<file path="src/rtl/dm_access_arbiter_pkg.sv">
// Shared definitions for the data-memory access arbiter.
//   - access size codes (A_type/B_type encodings)
//   - FSM state encodings
//   - DM_END: default data SRAM depth in words
//   - norm_type(): maps the unused size code 2'b11 onto a word access
package dm_access_arbiter_pkg;

  localparam logic [1:0] TYPE_W = 2'b00;
  localparam logic [1:0] TYPE_H = 2'b01;
  localparam logic [1:0] TYPE_B = 2'b10;

  localparam logic [2:0] S_IDLE = 3'd0;
  localparam logic [2:0] S_WR   = 3'd1;
  localparam logic [2:0] S_RD   = 3'd2;
  localparam logic [2:0] S_RSP  = 3'd3;
  localparam logic [2:0] S_MRG  = 3'd4;
  localparam logic [2:0] S_ERR  = 3'd5;

  localparam int DM_END = 3072;

  function automatic logic [1:0] norm_type(input logic [1:0] t);
    return (t == 2'b11) ? TYPE_W : t;
  endfunction

endpackage

</file>
<file path="src/rtl/dm_access_arbiter_if.sv">
// Bus bundle for the data-memory access arbiter.
//   A_* : CPU M-stage requester (priority port)
//   B_* : DMA/debug requester
//   mem_*: single-port, synchronous-read data SRAM
// Modports: slave = arbiter view, master = requester/SRAM environment view.
interface dm_access_arbiter_if #(
  parameter int AW = 12
) ();

  logic        A_req;
  logic        A_we;
  logic [31:0] A_addr;
  logic [31:0] A_wdata;
  logic [1:0]  A_type;
  logic        A_done;
  logic        A_err;
  logic [31:0] A_rdata;

  logic        B_req;
  logic        B_we;
  logic [31:0] B_addr;
  logic [31:0] B_wdata;
  logic [1:0]  B_type;
  logic        B_done;
  logic        B_err;
  logic [31:0] B_rdata;

  logic [AW-1:0] mem_addr;
  logic          mem_we;
  logic [31:0]   mem_wdata;
  logic [31:0]   mem_rdata;

  modport slave (
    input  A_req, A_we, A_addr, A_wdata, A_type,
    output A_done, A_err, A_rdata,
    input  B_req, B_we, B_addr, B_wdata, B_type,
    output B_done, B_err, B_rdata,
    output mem_addr, mem_we, mem_wdata,
    input  mem_rdata
  );

  modport master (
    output A_req, A_we, A_addr, A_wdata, A_type,
    input  A_done, A_err, A_rdata,
    output B_req, B_we, B_addr, B_wdata, B_type,
    input  B_done, B_err, B_rdata,
    input  mem_addr, mem_we, mem_wdata,
    output mem_rdata
  );

endinterface

</file>
<file path="src/rtl/dm_access_arbiter_lane_unit.sv">
// Combinational byte/half lane logic for the data-memory arbiter.
//   word_i  : 32-bit word read from the SRAM
//   off_i   : byte offset addr[1:0]
//   type_i  : normalised access size
//   wdata_i : store data, lane-aligned from bit 0
//   load_o  : addressed lane, zero-extended (whole word for word access)
//   merge_o : word_i with the addressed lane replaced by store data
module dm_lane_unit
  import dm_access_arbiter_pkg::*;
(
  input  logic [31:0] word_i,
  input  logic [1:0]  off_i,
  input  logic [1:0]  type_i,
  input  logic [31:0] wdata_i,
  output logic [31:0] load_o,
  output logic [31:0] merge_o
);

  always_comb begin
    load_o  = word_i;
    merge_o = wdata_i;
    case (type_i)
      TYPE_B: begin
        case (off_i)
          2'd0: begin
            load_o  = {24'b0, word_i[7:0]};
            merge_o = {word_i[31:8], wdata_i[7:0]};
          end
          2'd1: begin
            load_o  = {24'b0, word_i[15:8]};
            merge_o = {word_i[31:16], wdata_i[7:0], word_i[7:0]};
          end
          2'd2: begin
            load_o  = {24'b0, word_i[23:16]};
            merge_o = {word_i[31:24], wdata_i[7:0], word_i[15:0]};
          end
          default: begin
            load_o  = {24'b0, word_i[31:24]};
            merge_o = {wdata_i[7:0], word_i[23:0]};
          end
        endcase
      end
      TYPE_H: begin
        if (off_i[1]) begin
          load_o  = {16'b0, word_i[31:16]};
          merge_o = {wdata_i[15:0], word_i[15:0]};
        end else begin
          load_o  = {16'b0, word_i[15:0]};
          merge_o = {word_i[31:16], wdata_i[15:0]};
        end
      end
      default: begin
        load_o  = word_i;
        merge_o = wdata_i;
      end
    endcase
  end

endmodule

</file>
<file path="src/rtl/dm_access_arbiter.sv">
// Data-memory access arbiter: shares one single-port sync-read SRAM between
// port A (CPU, priority) and port B (DMA/debug). Sub-word stores become
// read-modify-write; loads return the zero-extended lane; misaligned or
// out-of-range accesses complete with err and never write the SRAM.
// Ports:
//   Clk   : rising-edge clock
//   Reset : asynchronous active-low reset
//   bus   : requester A/B handshakes and SRAM signals (slave modport)
module dm_access_arbiter
  import dm_access_arbiter_pkg::*;
#(
  parameter int DEPTH      = DM_END,
  parameter int AW         = 12,
  parameter int STARVE_LIM = 4
) (
  input  logic               Clk,
  input  logic               Reset,
  dm_access_arbiter_if.slave bus
);

  localparam int SW = $clog2(STARVE_LIM + 1);
  localparam logic [SW-1:0] LIM = SW'(STARVE_LIM);

  logic [2:0]    state_q, state_d;
  logic [SW-1:0] starve_q, starve_d;
  logic          we_q, we_d;
  logic          port_q, port_d;
  logic [AW+1:0] addr_q, addr_d;
  logic [31:0]   wdata_q, wdata_d;
  logic [1:0]    type_q, type_d;

  logic          grant_a, grant_b;
  logic          sel_we;
  logic [31:0]   sel_addr, sel_wdata;
  logic [1:0]    sel_type;
  logic [31:0]   lane_load, lane_merge;
  logic          done, err;
  logic [31:0]   rdata;

  function automatic logic addr_err(input logic [31:0] a, input logic [1:0] t);
    logic bad_align, bad_range;
    bad_align = (t == TYPE_H && a[0]) || (t == TYPE_W && a[1:0] != 2'b00);
    bad_range = (32'(a[AW+1:2]) >= 32'(DEPTH)) || (a[31:AW+2] != '0);
    return bad_align | bad_range;
  endfunction

  // B only overrides A's priority once A has been granted LIM times in a row
  // while B was waiting.
  always_comb begin
    grant_b   = bus.B_req && (!bus.A_req || starve_q == LIM);
    grant_a   = bus.A_req && !grant_b;
    sel_we    = grant_b ? bus.B_we    : bus.A_we;
    sel_addr  = grant_b ? bus.B_addr  : bus.A_addr;
    sel_wdata = grant_b ? bus.B_wdata : bus.A_wdata;
    sel_type  = norm_type(grant_b ? bus.B_type : bus.A_type);
  end

  always_comb begin
    state_d = state_q;
    we_d    = we_q;
    port_d  = port_q;
    addr_d  = addr_q;
    wdata_d = wdata_q;
    type_d  = type_q;
    case (state_q)
      S_IDLE: begin
        if (grant_a || grant_b) begin
          we_d    = sel_we;
          port_d  = grant_b;
          addr_d  = sel_addr[AW+1:0];
          wdata_d = sel_wdata;
          type_d  = sel_type;
          if (addr_err(sel_addr, sel_type))          state_d = S_ERR;
          else if (sel_we && sel_type == TYPE_W)     state_d = S_WR;
          else                                       state_d = S_RD;
        end
      end
      S_RD:    state_d = we_q ? S_MRG : S_RSP;
      default: state_d = S_IDLE;
    endcase
  end

  always_comb begin
    starve_d = starve_q;
    if (!bus.B_req)
      starve_d = '0;
    else if (state_q == S_IDLE && grant_b)
      starve_d = '0;
    else if (state_q == S_IDLE && grant_a && starve_q != LIM)
      starve_d = starve_q + 1'b1;
  end

  always_ff @(posedge Clk or negedge Reset) begin
    if (!Reset) begin
      state_q  <= S_IDLE;
      starve_q <= '0;
      we_q     <= 1'b0;
      port_q   <= 1'b0;
      addr_q   <= '0;
      wdata_q  <= '0;
      type_q   <= TYPE_W;
    end else begin
      state_q  <= state_d;
      starve_q <= starve_d;
      we_q     <= we_d;
      port_q   <= port_d;
      addr_q   <= addr_d;
      wdata_q  <= wdata_d;
      type_q   <= type_d;
    end
  end

  dm_lane_unit u_lane (
    .word_i  (bus.mem_rdata),
    .off_i   (addr_q[1:0]),
    .type_i  (type_q),
    .wdata_i (wdata_q),
    .load_o  (lane_load),
    .merge_o (lane_merge)
  );

  always_comb begin
    bus.mem_addr  = '0;
    bus.mem_we    = 1'b0;
    bus.mem_wdata = '0;
    done          = 1'b0;
    err           = 1'b0;
    rdata         = '0;
    if (state_q != S_IDLE) bus.mem_addr = addr_q[AW+1:2];
    case (state_q)
      S_WR: begin
        bus.mem_we    = 1'b1;
        bus.mem_wdata = wdata_q;
        done          = 1'b1;
      end
      S_RSP: begin
        done  = 1'b1;
        rdata = lane_load;
      end
      S_MRG: begin
        bus.mem_we    = 1'b1;
        bus.mem_wdata = lane_merge;
        done          = 1'b1;
      end
      S_ERR: begin
        done = 1'b1;
        err  = 1'b1;
      end
      default: ;
    endcase
    // Completion is visible only to the port that owns the latched op.
    bus.A_done  = done && !port_q;
    bus.A_err   = err && !port_q;
    bus.A_rdata = port_q ? 32'b0 : rdata;
    bus.B_done  = done && port_q;
    bus.B_err   = err && port_q;
    bus.B_rdata = port_q ? rdata : 32'b0;
  end

endmodule
</file>
<file path="src/flat_wrapper.sv">
// flat-port wrapper written by rule: the top's interface ports become plain ports
module dm_access_arbiter_flat import dm_access_arbiter_pkg::*;
#(
  parameter int DEPTH      = DM_END,
  parameter int AW         = 12,
  parameter int STARVE_LIM = 4
)
  (Clk, Reset, bus_A_req, bus_A_we, bus_A_addr, bus_A_wdata, bus_A_type, bus_A_done, bus_A_err, bus_A_rdata, bus_B_req, bus_B_we, bus_B_addr, bus_B_wdata, bus_B_type, bus_B_done, bus_B_err, bus_B_rdata, bus_mem_addr, bus_mem_we, bus_mem_wdata, bus_mem_rdata);
  dm_access_arbiter_if #(.AW(AW)) bus_i ();
  input  logic Clk;
  input  logic Reset;
  input wire logic [$bits(bus_i.A_req)-1:0] bus_A_req;
  input wire logic [$bits(bus_i.A_we)-1:0] bus_A_we;
  input wire logic [$bits(bus_i.A_addr)-1:0] bus_A_addr;
  input wire logic [$bits(bus_i.A_wdata)-1:0] bus_A_wdata;
  input wire logic [$bits(bus_i.A_type)-1:0] bus_A_type;
  output wire logic [$bits(bus_i.A_done)-1:0] bus_A_done;
  output wire logic [$bits(bus_i.A_err)-1:0] bus_A_err;
  output wire logic [$bits(bus_i.A_rdata)-1:0] bus_A_rdata;
  input wire logic [$bits(bus_i.B_req)-1:0] bus_B_req;
  input wire logic [$bits(bus_i.B_we)-1:0] bus_B_we;
  input wire logic [$bits(bus_i.B_addr)-1:0] bus_B_addr;
  input wire logic [$bits(bus_i.B_wdata)-1:0] bus_B_wdata;
  input wire logic [$bits(bus_i.B_type)-1:0] bus_B_type;
  output wire logic [$bits(bus_i.B_done)-1:0] bus_B_done;
  output wire logic [$bits(bus_i.B_err)-1:0] bus_B_err;
  output wire logic [$bits(bus_i.B_rdata)-1:0] bus_B_rdata;
  output wire logic [$bits(bus_i.mem_addr)-1:0] bus_mem_addr;
  output wire logic [$bits(bus_i.mem_we)-1:0] bus_mem_we;
  output wire logic [$bits(bus_i.mem_wdata)-1:0] bus_mem_wdata;
  input wire logic [$bits(bus_i.mem_rdata)-1:0] bus_mem_rdata;
  assign bus_i.A_req = bus_A_req;
  assign bus_i.A_we = bus_A_we;
  assign bus_i.A_addr = bus_A_addr;
  assign bus_i.A_wdata = bus_A_wdata;
  assign bus_i.A_type = bus_A_type;
  assign bus_A_done = bus_i.A_done;
  assign bus_A_err = bus_i.A_err;
  assign bus_A_rdata = bus_i.A_rdata;
  assign bus_i.B_req = bus_B_req;
  assign bus_i.B_we = bus_B_we;
  assign bus_i.B_addr = bus_B_addr;
  assign bus_i.B_wdata = bus_B_wdata;
  assign bus_i.B_type = bus_B_type;
  assign bus_B_done = bus_i.B_done;
  assign bus_B_err = bus_i.B_err;
  assign bus_B_rdata = bus_i.B_rdata;
  assign bus_mem_addr = bus_i.mem_addr;
  assign bus_mem_we = bus_i.mem_we;
  assign bus_mem_wdata = bus_i.mem_wdata;
  assign bus_i.mem_rdata = bus_mem_rdata;
  dm_access_arbiter #(.DEPTH(DEPTH), .AW(AW), .STARVE_LIM(STARVE_LIM)) u_core (.Clk(Clk), .Reset(Reset), .bus(bus_i));
endmodule
</file>
<file path="config.mk">
export PLATFORM = sky130hd
export DESIGN_NAME = dm_access_arbiter_flat
export DESIGN_NICKNAME = d
export VERILOG_FILES = /design/src/rtl/dm_access_arbiter_pkg.sv /design/src/rtl/dm_access_arbiter_if.sv /design/src/rtl/dm_access_arbiter_lane_unit.sv /design/src/rtl/dm_access_arbiter.sv /design/src/flat_wrapper.sv
export SDC_FILE = /design/constraint.sdc
export NUM_CORES = 1
export LEC_CHECK = 0
export CAP_MARGIN = 20
export CORE_ASPECT_RATIO = 0.75
export CORE_MARGIN = 8
export CORE_UTILIZATION = 40
export CTS_CLUSTER_SIZE = 12
export DETAILED_ROUTE_END_ITERATION = 12
export GPL_TIMING_DRIVEN = 0
export PLACE_DENSITY = 0.83
export SLEW_MARGIN = 30
export SYNTH_ARGS = -nofsm -noshare
export SYNTH_HDL_FRONTEND = slang
export SYNTH_HIERARCHICAL = 1
export SYNTH_SLANG_ARGS = --single-unit
</file>
<file path="constraint.sdc">
create_clock -name Clk -period 6.75 [get_ports Clk]
set_clock_uncertainty 0.2 [all_clocks]
set_input_delay 1.35 -clock Clk [delete_from_list [all_inputs] [get_ports Clk]]
set_output_delay 1.35 -clock Clk [all_outputs]
set_load 0.02 [all_outputs]
</file>
==> results of run 1 <==
-- metrics by stage --
| stage | total power, mW | hold WS, ns | std cells | utilization, % | worst slack [ns] |
|---|---|---|---|---|---|
| floorplan | 1.86 | 0.242 | 607 | - | 3.15 |
| global placement | 2.61 | 0.253 | 1055 | 65.7 | 2.01 |
| detailed placement | 2.65 | 0.267 | 1056 | 65.8 | 2.01 |
| CTS | 3.03 | 0.281 | 1064 | 67.6 | 2.01 |
| global route | 3.24 | 0.296 | 1064 | 67.6 | 1.92 |
| finish | 3.05 | 0.280 | 1064 | 67.6 | 1.97 |
-- worst min-delay path: stages (launching register included) --
cell and delay (ns):
dfrtp_1 0.34, nand2_1 0.05, o21ai_0 0.06
-- power by group --
| group | internal, mW | switching (mW) | leakage, nW | total, mW |
|---|---|---|---|---|
| Sequential | 0.490 | 0.186 | 0.697 | 0.677 |
| Clock | 0.250 | 0.120 | 0.104 | 0.370 |
| Combinational | 0.893 | 1.12 | 2.81 | 2.01 |
-- placed cells by master (no fill, tap or decap), types with 2 or more instances in the layout --
master,n
buf_4,4
mux2_2,2
nor2_1,19
clkbuf_16,5
o221ai_1,16
a21oi_1,4
or3_1,3
o21a_1,3
nor4_1,8
clkbuf_1,33
nand3_1,2
nor2b_1,6
ha_1,6
a22o_1,56
mux2i_1,90
nand3b_1,3
a211o_1,3
o21ai_1,4
inv_1,7
nor3_1,2
a221o_1,15
nand2_1,78
dfrtp_1,56
bufinv_16,3
and3_1,3
a21boi_0,2
and2_1,101
nand2b_1,6
buf_2,11
o32ai_1,2
clkdlybuf4s50_1,281
o21ai_0,52
-- logic make-up (layout without fill, tap and decap cells) --
group,count (synthesis),count (layout)
AND/OR/NAND/NOR,236,236
AO/OA/AOI/OAI,161,161
multiplexers,92,92
flip-flops,56,56
buffers and inverters,56,347
adder cells (fa/ha/maj),6,6
-- path summary, 6_finish.rpt --
kind	end	slack (ns)	cells past startpoint
worst min-delay path	u_core/addr_q[4]	0.28	2
max in group asynchronous	u_core/wdata_q[24]	5.10	2
worst max register to register	u_core/state_q[2]	3.45	13
worst max-delay path	bus_A_rdata[4]	1.97	6
worst min register to register	u_core/addr_q[4]	0.28	2
min in group asynchronous	u_core/addr_q[4]	0.76	1
-- per-layer routing --
layer	share of wire, %	global-route usage [%]	vias up
li1	-	-	2791
met1	43	32.7	2700
met2	46	40.4	275
met3	9.3	7.04	19
met4	1.2	4.52	0
met5	0	0	-
-- flip-flops by register name, indices dropped and copies added (netlist names) --
name / cells
u_core/addr_q: 14
u_core/type_q: 2
u_core/state_q: 3
u_core/starve_q: 3
u_core/we_q: 1
u_core/port_q: 1
u_core/wdata_q: 32
-- final cells by class --
cell class | count | share of cell area (%)
inverters | 8 | 0.360
clock buffers | 5 | 1.50
plain buffers | 48 | 2.46
flip-flops and latches | 56 | 16.8
well taps | 166 | 2.49
repair buffers | 283 | 34.0
clock inverters | 3 | 1.08
multi-input cells | 495 | 41.3
==> reports/summary.txt, run 1 <==
status: finished, final reports clean
Ys Warns: 6
largest net degree at the start of global routing: 32
fin crit share: 70.8%
Post-synth ARST share: 100%
Clock Latency Late Sink: 0.30 ns
max_slew headroom: 50.1%
Design Area, Final: 0.00835 mm2
chip height: 114 um
most common cell in the synthesized netlist: and2_1
drt drc: 0
Max Clk Rate: 209 MHz
Post-synth EDFFs: 0
core area: 0.0123 mm2
Synth Cell Area: 0.00508 mm2
TritonCTS Buffers: 5
PwrDens: 366 mW/mm2
Remaining Overflow, GRT: 0
I/O Pins: 283
min cycle time layout: 4.78 ns
CP Launch Point: bus_mem_rdata[20]
worst vdd ir: 166 uV
CP most frequent cell: clkdlybuf4s50_1
first-pass GRT wire length: 33.1 mm
Yosys cell types: 40
initial antenna violation count: 0
PostCTS Resize Cnt: 0
final max-slew violation count: 0
wire length per cell: 20.3 um
unrepaired setup endpoints after global routing: false
TritonCTS sink count: 56
clock root buffer: clkbuf_16
Area Growth Syn to Fin: 64.2%
Worst setup SP type: input pin
HP Start: u_core/addr_q[4]
Detailed Place HPWL: 18.1 mm
Hold-fix buffers, CTS: 0
CTS tree: built
post-synthesis net count: 783
mean post-synth cell area: 8.37 um2
NumNets Final: 1073
leak pwr: 3.61 nW
DR iter-0 viols: 552
Yosys top cell by area: dfrtp_1
WP buf/inv: 2
Placed Area: 0.00813 mm2
starting density of the core: 41.2%
Placer Congestion: 0.923
CP top delay family: buffers and inverters
ys flop type: dfrtp_1
Placement Rows: 35
simple-gate share of the synthesized area: 24.5%
r2r startpoint: u_core/starve_q[0]
Sequential Area: 0.00140 mm2
total number of vias: 5785
Hold WC Path Type: flop to flop
compound-cell area share of the yosys netlist: 23.7%
CP endpoint kind: output pin
number of global-route vias before repair: 5792
mux cell area share after synthesis: 18.2%
final setup violation count: 0
Final Hold Violating Endpoints: 0
layout cells sized above 1: 3.34%
Worst path slowest cell: clkdlybuf4s50_1
Synth Area in XOR/XNOR: 0%
Setup CP Type: input pin to output pin
DR pass1 iterations: 5
area occupied by multi-input gates: 0.00345 mm2
chip width: 146 um
number of fill cells: 1057
Crit Path Max Fanout: 5
final antenna-violating net count: 0
clock transition at the registers of the reported paths: 0.07 ns
Syn Inst Count: 607
crit-path max cell delay: 0.56 ns
Worst Path Required: 5.20 ns
Adder-Cell Fraction of Synth Area: 1.48%
Yosys reg bits: 56
maxcap violations: 0
Post-CTS Setup Inserts: 0
CTS Buffer Depth: 2
main combinational cell family by area after synthesis: simple AND/OR/NAND/NOR gates
final WL: 21.6 mm
GRT Total Usage: 24.9%
vias per std cell: 5.44
top post-synthesis cells by count: and2_1, mux2i_1, nand2_1
Antenna diodes: 0
post-synth top area share: 27.6%
Tightest Pin Transition: 0.744 ns
Port Buffers: 282
setup TNS: 0 ns
die area: 0.0166 mm2
Critical Path AT: 3.23 ns
cells along the critical path: clkdlybuf4s50_1 > mux2i_1 > o32ai_1 > a211o_1 > and2_1 > clkdlybuf4s50_1
sequential area share after synthesis: 27.6%
H-tree levels: 2
synth top area cells: dfrtp_1, mux2i_1, and2_1, a22o_1, nand2_1
Power figures use the tool's default switching activity.
==> run 2: changes to the inputs <==
--- a/config.mk
+++ b/config.mk
@@ -8,11 +8,11 @@
 export CAP_MARGIN = 20
 export CORE_ASPECT_RATIO = 0.75
 export CORE_MARGIN = 8
-export CORE_UTILIZATION = 40
+export CORE_UTILIZATION = 36
 export CTS_CLUSTER_SIZE = 12
 export DETAILED_ROUTE_END_ITERATION = 12
 export GPL_TIMING_DRIVEN = 0
-export PLACE_DENSITY = 0.83
+export PLACE_DENSITY = 0.79
 export SLEW_MARGIN = 30
 export SYNTH_ARGS = -nofsm -noshare
 export SYNTH_HDL_FRONTEND = slang
==> constraint.sdc (replaced) <==
create_clock -name Clk -period 3.9 [get_ports Clk]
set_clock_uncertainty 0.2 [all_clocks]
set_input_delay 0.78 -clock Clk [delete_from_list [all_inputs] [get_ports Clk]]
set_output_delay 0.78 -clock Clk [all_outputs]
set_load 0.02 [all_outputs]
==> run 2 against run 1 <==
Count of clock-buffer cells in the layout stayed put. Register-to-register slack worse by 2.9 ns. First-iteration DRC count is 3.1% lower. Via count is 0.50% lower. Die area is 9.7% higher. Utilization is 6.9 points lower. Worst hold slack worse by 0.19 ns. Largest cell class unchanged.
==> reports/summary.txt, run 2 (synthesis results as in run 1) <==
status: finished, final reports clean
hold slack: 0.0916 ns
met2 GRT Util: 36.5%
wire length per cell: 20.3 um
TritonCTS Buffers: 5
grt met3 use: 6.83%
CTS Buffer Depth: 2
vias per std cell: 5.37
TritonCTS sink count: 56
die area: 0.0182 mm2
I/O Pins: 283
drt drc: 0
Tightest Pin Transition: 0.726 ns
min cycle time layout: 3.79 ns
commonest cells after routing, fill and taps aside: clkdlybuf4s50_1, and2_1, mux2i_1, nand2_1
DP Cell Count: 1065
core area: 0.0137 mm2
clock transition at the registers of the reported paths: 0.08 ns
CTS tree: built
Largest Register: u_core/wdata_q
initial antenna violation count: 0
final antenna-violating net count: 0
Util after Layout: 60.7%
Placement Rows: 37
commonest non-fill, non-tap cell in the layout: clkdlybuf4s50_1
Worst setup SP type: flop
maxcap violations: 0
clock root buffer: clkbuf_16
CP endpoint kind: output pin
global routing's busiest layer: met2
Largest register FFs: 32
fin cells: 1072
Port Buffers: 282
Remaining Overflow, GRT: 0
final max-slew violation count: 0
Hold WC Path Type: input pin to asynchronous set/reset pin
starting density of the core: 37.0%
layout cells sized above 1: 4.12%
Critical Path AT: 2.81 ns
PwrDens: 615 mW/mm2
leak pwr: 3.73 nW
largest net degree at the start of global routing: 51
DR iter-0 viols: 535
Post-CTS Setup Inserts: 0
max_slew headroom: 51.3%
Setup CP Type: flop to output pin
Placer Congestion: 0.926
NumNets Final: 1072
Detailed Place HPWL: 18.1 mm
chip width: 153 um
Area Growth Syn to Fin: 64.1%
Antenna diodes: 0
final WL: 21.8 mm
setup TNS: 0 ns
Clock Latency Late Sink: 0.29 ns
first-pass GRT wire length: 33.2 mm
Worst Path Required: 2.92 ns
fin crit share: 97.3%
Design Area, Final: 0.00834 mm2
met1 Use GR: 29.9%
GRT Total Usage: 22.8%
DR pass1 iterations: 6
unrepaired setup endpoints after global routing: false
number of global-route vias before repair: 5768
Placed Area: 0.00815 mm2
Final Hold Violating Endpoints: 0
total number of vias: 5756
H-tree levels: 2
final setup violation count: 0
Crit Path Max Fanout: 10
Top Registers: u_core/wdata_q: 32 flops, u_core/addr_q: 14 flops
chip height: 119 um
Hold-fix buffers, CTS: 0
Max Clk Rate: 264 MHz
worst vdd ir: 329 uV
==> run 2: power by group <==
part	internal [mW]	switching [mW]
sequential	0.848	0.325
combinational	1.56	1.93
clock	0.244	0.222
==> run 2: metal layers <==
metal,up-vias,part of all wire [%]
li1,2781,-
met1,2674,42
met2,281,46
met3,20,9.9
met4,0,1.6
met5,-,0
==> run 2: area by class of cell <==
class	instances	area, um2
Timing Repair Buffer	283	2870
Clock buffer	5	125
Buffer	47	206
Inverter	8	30.0
Multi-Input combinational cell	495	3460
Sequential cell	56	1400
Clock inverter	3	27.5
Fill cell	1267	5410
Tap cell	175	219
==> run 2: repair_timing <==
action                     4_1_cts  5_1_grt
cloned                           0        0
gates resized for setup          3       15
setup endpoints to repair       30       25
==> run 2: final timing paths <==
| kind | from | endpoint | slack (ns) | cells past startpoint |
|---|---|---|---|---|
| max in group asynchronous | Reset | u_core/type_q[1] | 2.94 | 2 |
| min reg2reg | u_core/addr_q[2] | u_core/addr_q[2] | 0.28 | 2 |
| max | u_core/type_q[0] | bus_mem_wdata[7] | 0.11 | 8 |
| min | Reset | u_core/addr_q[3] | 0.09 | 1 |
| max reg2reg | u_core/starve_q[0] | u_core/state_q[0] | 0.60 | 13 |
| min in group Clk | u_core/addr_q[2] | u_core/addr_q[2] | 0.28 | 2 |
==> run 2: critical path, stage by stage (launching register included) <==
cell	delay (ns)
dfrtp_1	0.38
inv_1	0.05
ha_1	0.32
clkbuf_2	0.20
a211o_1	0.34
buf_2	0.22
a22o_1	0.25
a22o_1	0.20
clkdlybuf4s50_1	0.56
==> run 2: metrics by stage <==
step | power [mW] | worst slack (ns)
detailed placement | 4.60 | -0.0623
global route | 5.47 | 0.00141
floorplan | 3.21 | 0.869
finish | 5.13 | 0.107
CTS | 5.08 | 0.0324
global placement | 4.55 | -0.0126
